### src/rtl/uart_rx_fifo_pkg.sv
// Shared widths and entry layout for the UART receive FIFO.
// Build option: UART_RX_FIFO_ERRTAG_EN stores parity/framing tags per entry.
package uart_rx_fifo_pkg;

   localparam int RX_DATA_W = 8;
   localparam int ERRTAG_W  = 2;

`ifdef UART_RX_FIFO_ERRTAG_EN
   localparam int ENTRY_W = RX_DATA_W + ERRTAG_W;
`else
   localparam int ENTRY_W = RX_DATA_W;
`endif

   function automatic int ptr_w(input int depth);
      return $clog2(depth) + 1;
   endfunction

endpackage

### src/rtl/uart_rx_fifo_if.sv
// Receiver/APB-facing signal bundle of the UART receive FIFO.
// master = receiver + APB side, slave = the FIFO itself.
interface uart_rx_fifo_if
   import uart_rx_fifo_pkg::*;
#(
   parameter int DEPTH = 16
);

   logic                     fifo_write_n;
   logic [RX_DATA_W-1:0]     rx_byte;
   logic                     parity_err_in;
   logic                     frame_err_in;
   logic                     read_rx_byte;
   logic [RX_DATA_W-1:0]     rx_data;
   logic                     rx_ready;
   logic                     rx_full;
   logic                     rx_afull;
   logic [ptr_w(DEPTH)-1:0]  rx_level;
   logic                     overflow;
   logic                     rx_perr;
   logic                     rx_ferr;

   modport master (
      output fifo_write_n, rx_byte, parity_err_in,
             frame_err_in, read_rx_byte,
      input  rx_data, rx_ready, rx_full, rx_afull,
             rx_level, overflow, rx_perr, rx_ferr
   );

   modport slave (
      input  fifo_write_n, rx_byte, parity_err_in,
             frame_err_in, read_rx_byte,
      output rx_data, rx_ready, rx_full, rx_afull,
             rx_level, overflow, rx_perr, rx_ferr
   );

endinterface

### src/rtl/uart_rx_fifo_ram.sv
// FIFO storage: synchronous write port, asynchronous read port.
// Contents are deliberately not reset; pointers gate visibility.
module uart_rx_fifo_ram #(
   parameter int DEPTH = 16,
   parameter int WIDTH = 8,
   localparam int AW   = $clog2(DEPTH)
) (
   input  logic             clk,
   input  logic             we,
   input  logic [AW-1:0]    waddr,
   input  logic [WIDTH-1:0] wdata,
   input  logic [AW-1:0]    raddr,
   output logic [WIDTH-1:0] rdata
);

   logic [WIDTH-1:0] mem [DEPTH];

   always_ff @(posedge clk) begin
      if (we) mem[waddr] <= wdata;
   end

   assign rdata = mem[raddr];

endmodule

### src/rtl/uart_rx_fifo.sv
// UART receive FIFO: captures receiver bytes, presents head to APB.
// Build option: UART_RX_FIFO_ERRTAG_EN adds per-entry parity/frame tags.
module uart_rx_fifo
   import uart_rx_fifo_pkg::*;
#(
   parameter int DEPTH        = 16,
   parameter int AFULL_THRESH = 12
) (
   input  logic          clk,
   input  logic          reset_n,
   uart_rx_fifo_if.slave bus
);

   localparam int PW = ptr_w(DEPTH);
   localparam int AW = PW - 1;

   logic [PW-1:0]      wr_ptr;
   logic [PW-1:0]      rd_ptr;
   logic [PW-1:0]      level;
   logic [ENTRY_W-1:0] wdata;
   logic [ENTRY_W-1:0] rdata;
   logic               wr;
   logic               empty;
   logic               full;
   logic               pop;
   logic               accept;
   logic               ovf;

   assign wr    = ~bus.fifo_write_n;
   assign empty = (wr_ptr == rd_ptr);
   assign full  = (wr_ptr[AW-1:0] == rd_ptr[AW-1:0])
                & (wr_ptr[AW] != rd_ptr[AW]);
   assign level = wr_ptr - rd_ptr;

   assign pop    = bus.read_rx_byte & ~empty;
   // a same-cycle pop frees the slot, so a full FIFO still accepts
   assign accept = wr & (~full | pop);

`ifdef UART_RX_FIFO_ERRTAG_EN
   assign wdata = {bus.frame_err_in, bus.parity_err_in, bus.rx_byte};
   assign bus.rx_perr = ~empty & rdata[RX_DATA_W];
   assign bus.rx_ferr = ~empty & rdata[RX_DATA_W+1];
`else
   logic unused_tags;
   assign unused_tags = bus.frame_err_in ^ bus.parity_err_in;
   assign wdata       = bus.rx_byte;
   assign bus.rx_perr = 1'b0;
   assign bus.rx_ferr = 1'b0;
`endif

   uart_rx_fifo_ram #(
      .DEPTH (DEPTH),
      .WIDTH (ENTRY_W)
   ) u_ram (
      .clk   (clk),
      .we    (accept),
      .waddr (wr_ptr[AW-1:0]),
      .wdata (wdata),
      .raddr (rd_ptr[AW-1:0]),
      .rdata (rdata)
   );

   always_ff @(posedge clk or negedge reset_n) begin
      if (!reset_n) begin
         wr_ptr <= '0;
         rd_ptr <= '0;
         ovf    <= 1'b0;
      end else begin
         if (accept) wr_ptr <= wr_ptr + PW'(1);
         if (pop)    rd_ptr <= rd_ptr + PW'(1);
         if (wr && full && !pop)    ovf <= 1'b1;
         else if (bus.read_rx_byte) ovf <= 1'b0;
      end
   end

   assign bus.rx_data  = empty ? '0 : rdata[RX_DATA_W-1:0];
   assign bus.rx_ready = ~empty;
   assign bus.rx_full  = full;
   assign bus.rx_afull = (level >= PW'(AFULL_THRESH));
   assign bus.rx_level = level;
   assign bus.overflow = ovf;

endmodule

### src/flat_wrapper.sv
// flat-port wrapper written by rule: the top's interface ports become plain ports
module uart_rx_fifo_flat import uart_rx_fifo_pkg::*;
#(
   parameter int DEPTH        = 16,
   parameter int AFULL_THRESH = 12
)
  (clk, reset_n, bus_fifo_write_n, bus_rx_byte, bus_parity_err_in, bus_frame_err_in, bus_read_rx_byte, bus_rx_data, bus_rx_ready, bus_rx_full, bus_rx_afull, bus_rx_level, bus_overflow, bus_rx_perr, bus_rx_ferr);
  uart_rx_fifo_if #(.DEPTH(DEPTH)) bus_i ();
  input  logic clk;
  input  logic reset_n;
  input wire logic [$bits(bus_i.fifo_write_n)-1:0] bus_fifo_write_n;
  input wire logic [$bits(bus_i.rx_byte)-1:0] bus_rx_byte;
  input wire logic [$bits(bus_i.parity_err_in)-1:0] bus_parity_err_in;
  input wire logic [$bits(bus_i.frame_err_in)-1:0] bus_frame_err_in;
  input wire logic [$bits(bus_i.read_rx_byte)-1:0] bus_read_rx_byte;
  output wire logic [$bits(bus_i.rx_data)-1:0] bus_rx_data;
  output wire logic [$bits(bus_i.rx_ready)-1:0] bus_rx_ready;
  output wire logic [$bits(bus_i.rx_full)-1:0] bus_rx_full;
  output wire logic [$bits(bus_i.rx_afull)-1:0] bus_rx_afull;
  output wire logic [$bits(bus_i.rx_level)-1:0] bus_rx_level;
  output wire logic [$bits(bus_i.overflow)-1:0] bus_overflow;
  output wire logic [$bits(bus_i.rx_perr)-1:0] bus_rx_perr;
  output wire logic [$bits(bus_i.rx_ferr)-1:0] bus_rx_ferr;
  assign bus_i.fifo_write_n = bus_fifo_write_n;
  assign bus_i.rx_byte = bus_rx_byte;
  assign bus_i.parity_err_in = bus_parity_err_in;
  assign bus_i.frame_err_in = bus_frame_err_in;
  assign bus_i.read_rx_byte = bus_read_rx_byte;
  assign bus_rx_data = bus_i.rx_data;
  assign bus_rx_ready = bus_i.rx_ready;
  assign bus_rx_full = bus_i.rx_full;
  assign bus_rx_afull = bus_i.rx_afull;
  assign bus_rx_level = bus_i.rx_level;
  assign bus_overflow = bus_i.overflow;
  assign bus_rx_perr = bus_i.rx_perr;
  assign bus_rx_ferr = bus_i.rx_ferr;
  uart_rx_fifo #(.DEPTH(DEPTH), .AFULL_THRESH(AFULL_THRESH)) u_core (.clk(clk), .reset_n(reset_n), .bus(bus_i));
endmodule
### config.mk
export PLATFORM = sky130hd
export DESIGN_NAME = uart_rx_fifo_flat
export DESIGN_NICKNAME = d
export VERILOG_FILES = /design/src/rtl/uart_rx_fifo_pkg.sv /design/src/rtl/uart_rx_fifo_if.sv /design/src/rtl/uart_rx_fifo_ram.sv /design/src/rtl/uart_rx_fifo.sv /design/src/flat_wrapper.sv
export SDC_FILE = /design/constraint.sdc
export NUM_CORES = 1
export LEC_CHECK = 0
export ABC_AREA = 1
export CAP_MARGIN = 30
export CORE_MARGIN = 2
export CORE_UTILIZATION = 40
export DETAILED_ROUTE_END_ITERATION = 8
export MAX_ROUTING_LAYER = met4
export PLACE_DENSITY_LB_ADDON = 0.1
export RECOVER_POWER = 50
export REMOVE_ABC_BUFFERS = 1
export SLEW_MARGIN = 40
export SYNTH_ARGS = -nofsm -noshare
export SYNTH_HDL_FRONTEND = slang
export SYNTH_SLANG_ARGS = --single-unit
### constraint.sdc
create_clock -name clk -period 3.6 [get_ports clk]
set_input_delay 0.54 -clock clk [delete_from_list [all_inputs] [get_ports clk]]
set_output_delay 0.54 -clock clk [all_outputs]
set_load 0.03 [all_outputs]
==> results of run 1 <==
[layer usage]
layer  wire length, um  track usage  vias up
li1                  -            -     2092
met1              7120        0.258     1979
met2              6680        0.282       83
met3               616       0.0485       17
met4               214       0.0645        0
met5                 0            -        -
[cell type report]
type | count | share of cell area
tap | 216 | 0.0363
multi-input combinational | 371 | 0.232
clock buffer | 17 | 0.0571
sequential | 139 | 0.553
clock inverter | 15 | 0.0232
timing repair buffer | 36 | 0.0433
inverter | 108 | 0.0551
[sequential cells by signal, indices dropped and copies added, names as in the netlist]
register,flops
u_core.rd_ptr,5
u_core.u_ram.mem,128
u_core.bus.overflow,1
u_core.wr_ptr,5
[how the worst min path moves through the flow]
stage                           startpoint                   to  slack [ps]  cells after the start
final                     u_core.rd_ptr[3]     u_core.rd_ptr[3]         520                      1
after global routing      u_core.rd_ptr[3]     u_core.rd_ptr[3]         540                      1
after CTS                          reset_n  u_core.bus.overflow         480                      1
after detailed placement  u_core.rd_ptr[3]     u_core.rd_ptr[3]         510                      1
after global placement    u_core.rd_ptr[3]     u_core.rd_ptr[3]         500                      1
after floorplan                    reset_n  u_core.bus.overflow         240                      0
[metrics by stage]
| step | setup WS (ps) | hold WS (ps) | instance area, um2 | total power [mW] | util |
|---|---|---|---|---|---|
| finish | 351 | 524 | 7450 | 6.88 | 0.471 |
| detailed placement | 787 | 515 | 6880 | 5.22 | 0.435 |
| global placement | 878 | 495 | 6880 | 5.19 | 0.435 |
| floorplan | 128 | 244 | 6290 | 4.07 | - |
| global route | 206 | 545 | 7450 | 7.32 | 0.471 |
| CTS | 328 | 482 | 7480 | 6.98 | 0.473 |
[logic make-up (layout without fill, tap and decap cells)]
| logic type | Yosys count | count (layout) | share of synthesized area |
|---|---|---|---|
| AND/OR/NAND/NOR | 330 | 330 | 0.219 |
| adder cells (fa/ha/maj) | 10 | 10 | 0.0206 |
| buffers and inverters | 133 | 176 | 0.0875 |
| other | 1 | 2 | 0.000583 |
| XOR/XNOR | 11 | 11 | 0.0173 |
| flip-flops | 139 | 139 | 0.640 |
| AO/OA/AOI/OAI | 18 | 18 | 0.0152 |
[cell usage in the layout, fill, tap and decap left out, drive strengths merged]
cell type      Yosys  layout
nand3             68      68
clkinvlp           0       2
o21ai              6       6
bufinv             0       3
nand2            240     240
ha                 9       9
conb               1       2
clkinv             0       8
inv              108     110
clkdlybuf4s50      0       7
xor2               7       7
a21oi             12      12
fa                 1       1
nand4              1       1
edfxtp           128     128
dlygate4sd3        0       9
buf               21      20
xnor2              4       4
clkbuf             4      17
nor2              21      21
dfrtp             11      11
[power by group]
| part | switching, mW | leakage (nW) | total, mW | internal [mW] |
|---|---|---|---|---|
| clock network | 0.669 | 0.291 | 1.76 | 1.09 |
| registers | 0.0924 | 1.29 | 2.06 | 1.96 |
| logic | 2.09 | 1.68 | 3.07 | 0.984 |
[worst max-delay path: cells and delay by family (launching register included)]
kind	cells	cell delay [ps]
flip-flops	1	390
AO/OA/AOI/OAI	1	180
buffers and inverters	3	810
adder cells (fa/ha/maj)	2	660
XOR/XNOR	1	240
==> results.cfg, run 1 <==
[synth]
syn_area_um2 = 6430
yosys_register_bits = 139
yosysTopAreaCellShare = 0.597
synth_most_common_cell = nand2_1
synth-edff-count = 128
synth_top_area_cell = edfxtp_1
netlist_top_cells_area = edfxtp_1 60%, nand2_1 13%, inv_1 5.9%
synth_area_per_cell_um2 = 10.0
ys_types = 28
synth.top_cells.by_count = 230 x nand2_1, 128 x edfxtp_1, 101 x inv_1, 68 x nand3_1, 18 x nor2_1
async_reset_ff_frac = 0.0791
synth_cells = 642
synth_ff_type = edfxtp_1
synth.yosys.seq_area_share = 0.640
yosys_warnings = 0

[routing]
drt_first_pass_iters = 6
antenna_left = 0
routed_wirelength_um = 14600
num_vias = 4171
drc = 0
vias_per_cell = 4.62
wl_per_cell_um = 16.2
drt_iter0_markers = 296

[floorplan]
die_h_um = 131
ios = 33
num_rows = 46
die-area_um2 = 17100
core_region_area_um2 = 15800
initial_core_util = 0.407
die_width_um = 131

[final_layout]
fin_cells = 902
drive_above_1_share = 0.108
num-fill-cells = 1467
multiInputGateArea_um2 = 1730
register_area_um2 = 4120
n_antenna_cell = 0
syn_to_final_growth_pct = 15.8
nNetsFinal = 697

[timing]
fin_setup_tns_ps = 0
period_share = 0.902
slew_viol_final = 0
rsz0062_at_grt = no
worstMarginPinSlew_ps = 844
fmax_mhz = 308
slew_headroom = 0.435
finalHoldViolations = 0
clock_skew_ps = 15.5
finalSetupViolCount = 0
min_period_ps = 3250

[setup_path]
r2r_cells = 11
crit_fanout = 4
crit_required_ps = 3060
crit_top_cell = inv_1
start_kind = register
r2r_slack_ps = 630
endpoint_kind = primary output
reg2reg_from = u_core.rd_ptr[2]
critPathKind = register to primary output
arrival_ps = 2710
r2r-end = u_core.u_ram.mem[4][6]
crit_chain = inv_1, ha_1, fa_1, o21ai_1, xor2_1, inv_1, clkdlybuf4s50_1
critPathSlowestCell = clkdlybuf4s50_1
crit_end = bus_rx_level[4]
crit_start = u_core.wr_ptr[0]
max_stage_delay_ps = 590

[global_routing]
grt_pass1_vias = 4021
grt_max_degree = 51
grt_first_pass_wirelength_um = 22400
gr-total-overflow = 0
antenna_found_initial = 0
track_usage = 0.191

[job]
maxCapViolations = 0

[clock_tree]
clk-insertion-delay-late_ps = 420
post_cts_buffers = 0
hold_buffers = 0
htree_levels = 4
cts_sinks = 139
cts_tree = yes
cts-resized-gates = 0
clockBufferDepth = 2
root_buffer = clkbuf_16
clkSlewWorstSetupHoldPaths_ps = 60
numCtsBuffers = 17

[outcome]
status = complete, no violations

[placed_design]
dp_cells = 870
gp_congestion = 0.823
port-buffer-count = 28
dp.final_hpwl_um = 9280

[pwr]
power_leakage_nw = 3.26
power.density_nw_per_um2 = 924
peakVddDrop_mv = 0.501

[min_path]
min-delay-path-class = register to register
Note: power is estimated with default switching activity, not from simulation.
==> run 2: changes to the inputs <==
--- a/config.mk
+++ b/config.mk
@@ -7,6 +7,7 @@
 export LEC_CHECK = 0
 export ABC_AREA = 1
 export CAP_MARGIN = 30
+export CORE_ASPECT_RATIO = 1.75
 export CORE_MARGIN = 2
 export CORE_UTILIZATION = 40
 export DETAILED_ROUTE_END_ITERATION = 8
==> results.cfg, run 2 (synthesis gave the netlist of run 1 again) <==
[timing]
clock_skew_ps = 10.9
min_period_ps = 3270
finalHoldViolations = 0
worstMarginPinSlew_ps = 799
fin_setup_tns_ps = 0
fmax_mhz = 306
finalSetupViolCount = 0
rsz0062_at_grt = no
period_share = 0.907
slew_viol_final = 0
setup_slack_ps = 335
slew_headroom = 0.465

[final_layout]
syn_to_final_growth_pct = 15.3
layout_commonest_cell = nand2_1
largest_reg_flops = 128
postLayoutCellArea_um2 = 7420
largest-register = u_core.u_ram.mem
final_cell_mix = 233 x nand2_1, 128 x edfxtp_1, 102 x inv_1
drive_above_1_share = 0.115
nNetsFinal = 699
utilization = 0.470
reg_top3 = u_core.u_ram.mem: 128 flops, u_core.rd_ptr: 5 flops, u_core.wr_ptr: 5 flops
n_antenna_cell = 0

[placed_design]
port-buffer-count = 28
dpl-instance-area_um2 = 6870
post-place-ws_ps = 746
dp.final_hpwl_um = 10200
gp_congestion = 0.817

[floorplan]
num_rows = 61
die-area_um2 = 17200
die_h_um = 172
core_region_area_um2 = 15800
ios = 33
die_width_um = 99.9
initial_core_util = 0.407

[clock_tree]
cts_sinks = 139
clockBufferDepth = 2
cts_tree = yes
numCtsBuffers = 17
clkSlewWorstSetupHoldPaths_ps = 60
root_buffer = clkbuf_16
cts-resized-gates = 0
htree_levels = 4
clk-insertion-delay-late_ps = 420
post_cts_buffers = 0
hold_buffers = 0

[routing]
drt_iter0_markers = 250
vias_per_cell = 4.92
drc = 0
drt_first_pass_iters = 4
num_vias = 4314
wl_per_cell_um = 17.6
routed_wirelength_um = 15400
antenna_left = 0

[global_routing]
antenna_found_initial = 0
gr-total-overflow = 0
use_met1 = 0.225
grt_use_met2 = 0.343
grt_pass1_vias = 4437
grt-busiest-layer = met2
grt_max_degree = 50
grtUsageMet3 = 0.0329
track_usage = 0.198
grt_first_pass_wirelength_um = 24000

[setup_path]
r2r_slack_ps = 480
start_kind = register
crit_fanout = 20
critPathKind = register to primary output
endpoint_kind = primary output
crit_required_ps = 3060
arrival_ps = 2730

[pwr]
peakVddDrop_mv = 1.78
p_total_mw = 6.82
power.density_nw_per_um2 = 919
power_leakage_nw = 3.26

[outcome]
status = complete, no violations

[job]
maxCapViolations = 0

[min_path]
min-delay-path-class = register to register
[run 2: changes by cell type in the layout (fill, tap and decap cells not counted)]
cell / before / now
buf_12: 1 / 0
nor2_2: 5 / 9
inv_8: 0 / 1
nor2_1: 16 / 12
clkinv_2: 4 / 0
bufinv_16: 3 / 2
clkbuf_1: 0 / 1
inv_6: 3 / 5
clkinv_4: 3 / 4
buf_4: 19 / 22
[run 2: critical path, stage by stage (launching register included)]
cell and delay (ps):
dfrtp_2 560, ha_1 280, fa_1 400, o21ai_1 180, xor2_1 220, inv_1 60
clkdlybuf4s50_1 590
[run 2: final timing paths]
| check | start | to | depth (start not counted) |
|---|---|---|---|
| hold / removal | u_core.rd_ptr[3] | u_core.rd_ptr[3] | 1 |
| min in group asynchronous | reset_n | u_core.bus.overflow | 1 |
| hold reg to reg | u_core.rd_ptr[3] | u_core.rd_ptr[3] | 1 |
| setup / recovery | u_core.rd_ptr[0] | bus_rx_level[4] | 6 |
| max in group asynchronous | reset_n | u_core.rd_ptr[0] | 1 |
| setup reg to reg | u_core.rd_ptr[3] | u_core.u_ram.mem[13][0] | 12 |
[run 2: through the flow]
step / hold slack [ps] / cells
6_report: 504 / 877
5_1_grt: 516 / 877
4_1_cts: 491 / 877
3_5_place_dp: 511 / 845
3_3_place_gp: 495 / 845
2_1_floorplan: 244 / 618
[run 2: layout make-up]
class / instances / area (um2)
timing repair buffer: 38 / 325
sequential: 139 / 4120
multi-input combinational: 371 / 1740
clock buffer: 18 / 429
fill: 1476 / 8380
tap: 189 / 236
inverter: 108 / 410
clock inverter: 14 / 160
[run 2: where the power goes]
group | switching [mW] | leakage (nW) | internal [mW] | total (mW)
registers | 0.127 | 1.29 | 1.96 | 2.09
logic | 2.02 | 1.69 | 0.973 | 3.00
clock network | 0.704 | 0.281 | 1.03 | 1.74
total | 2.85 | 3.26 | 3.97 | 6.82
[run 2: routing by layer]
metal,share of wire,wire [um]
met5,0,0
met1,0.40,6200
met2,0.55,8510
met3,0.028,425
met4,0.019,292
==> run 3: changes to the inputs <==
--- a/config.mk
+++ b/config.mk
@@ -11,7 +11,7 @@
 export CORE_MARGIN = 2
 export CORE_UTILIZATION = 40
 export DETAILED_ROUTE_END_ITERATION = 8
-export MAX_ROUTING_LAYER = met4
+export GPL_TIMING_DRIVEN = 0
 export PLACE_DENSITY_LB_ADDON = 0.1
 export RECOVER_POWER = 50
 export REMOVE_ABC_BUFFERS = 1
==> results.cfg, run 3 (synthesis gave the netlist of run 1 again) <==
[outcome]
status = complete, no violations

[pwr]
power.density_nw_per_um2 = 937
peakVddDrop_mv = 1.19
p_total_mw = 7.04
power_leakage_nw = 3.32

[setup_path]
crit_chain = inv_8, ha_1, nand2_1, nor2_4, nand2_2, inv_1, a21oi_1, clkdlybuf4s50_1
r2r_slack_ps = 400
endpoint_kind = primary output
crit_fanout = 34
start_kind = register
arrival_ps = 2930
max_stage_delay_ps = 690
crit_required_ps = 3060
critPathSlowestCell = clkdlybuf4s50_1
critPathKind = register to primary output
cpLargestDelayFamily = buffers and inverters
cp_num_buf_inv = 3

[timing]
period_share = 0.964
worstMarginPinSlew_ps = 830
rsz0062_at_grt = no
slew_viol_final = 0
fmax_mhz = 288
finalHoldViolations = 0
setup_slack_ps = 130
fin_setup_tns_ps = 0
finalSetupViolCount = 0
timing.hold.ws_ps = 514
min_period_ps = 3470
slew_headroom = 0.445
clock_skew_ps = 12.3

[floorplan]
num_rows = 61
die_width_um = 99.9
die-area_um2 = 17200
core_region_area_um2 = 15800
die_h_um = 172
initial_core_util = 0.407
ios = 33

[final_layout]
largest-register = u_core.u_ram.mem
layout_commonest_cell = nand2_1
drive_above_1_share = 0.0941
final_cell_mix = 231 x nand2_1, 128 x edfxtp_1, 101 x inv_1
utilization = 0.476
n_antenna_cell = 0
postLayoutCellArea_um2 = 7510
syn_to_final_growth_pct = 16.8
nNetsFinal = 691
reg_top3 = u_core.u_ram.mem: 128 flops, u_core.rd_ptr: 5 flops, u_core.wr_ptr: 5 flops
largest_reg_flops = 128
fin_cells = 869

[routing]
drt_first_pass_iters = 5
routed_wirelength_um = 15000
drt_iter0_markers = 322
wl_per_cell_um = 17.3
num_vias = 4208
vias_per_cell = 4.84
drc = 0
antenna_left = 0

[clock_tree]
root_buffer = clkbuf_16
clkSlewWorstSetupHoldPaths_ps = 50
cts_tree = yes
numCtsBuffers = 17
clk-insertion-delay-late_ps = 420
htree_levels = 4
hold_buffers = 0
clockBufferDepth = 2
cts_sinks = 139

[global_routing]
gr-total-overflow = 0
grt_pass1_vias = 3990
track_usage = 0.183
grt_first_pass_wirelength_um = 22900
antenna_found_initial = 0
grt_max_degree = 66

[min_path]
min-delay-path-class = register to register

[placed_design]
dpl-instance-area_um2 = 6840
port-buffer-count = 28
post-place-ws_ps = 156
dp.final_hpwl_um = 9170
dp_cells = 836
gp_congestion = 0.779

[job]
maxCapViolations = 0
[run 3: worst reg2reg max path, stage by stage (launching register included)]
cell and delay (ps):
dfrtp_4 650, inv_8 280, ha_1 310, nand2_1 120
nor2_4 50, inv_2 40, nor2_1 80, nand2_4 70
nand2_1 260, inv_6 240, nand2_4 90, nor2_1 640
[run 3: metal layers]
| metal | track usage | wire (um) |
|---|---|---|
| met4 | 0.0667 | 305 |
| met3 | 0.0370 | 570 |
| met2 | 0.320 | 7840 |
| met5 | 0 | 0 |
| met1 | 0.224 | 6300 |
[run 3: path summary, 6_finish.rpt]
kind / start / end / cells after the start
worst max-delay path: u_core.rd_ptr[1] / bus_rx_data[6] / 8
worst min-delay path: u_core.bus.overflow / u_core.bus.overflow / 2
worst max register to register: u_core.rd_ptr[1] / u_core.u_ram.mem[11][4] / 11
worst min register to register: u_core.bus.overflow / u_core.bus.overflow / 2
max in group asynchronous: reset_n / u_core.rd_ptr[0] / 1
min in group asynchronous: reset_n / u_core.rd_ptr[4] / 1
[run 3: layout make-up]
cell class / instances / area, um2
Fill cell: 1464 / 8280
Sequential cell: 139 / 4130
Multi-Input combinational cell: 371 / 1750
Clock buffer: 21 / 450
Inverter: 108 / 430
Timing Repair Buffer: 30 / 345
Tap cell: 189 / 236
Clock inverter: 11 / 171
[run 3: timing repair]
| item | 4_1_cts | 5_1_grt |
|---|---|---|
| endpoints found under the setup margin | 11 | 7 |
| setup buffers | 1 | 0 |
| resized for setup | 6 | 7 |
[run 3: power by group]
part / internal, mW / switching (mW) / total [mW] / leakage [nW]
combinational: 1.04 / 1.97 / 3.01 / 1.73
sequential: 1.97 / 0.229 / 2.20 / 1.29
clock: 1.18 / 0.647 / 1.83 / 0.297
total: 4.19 / 2.85 / 7.04 / 3.32
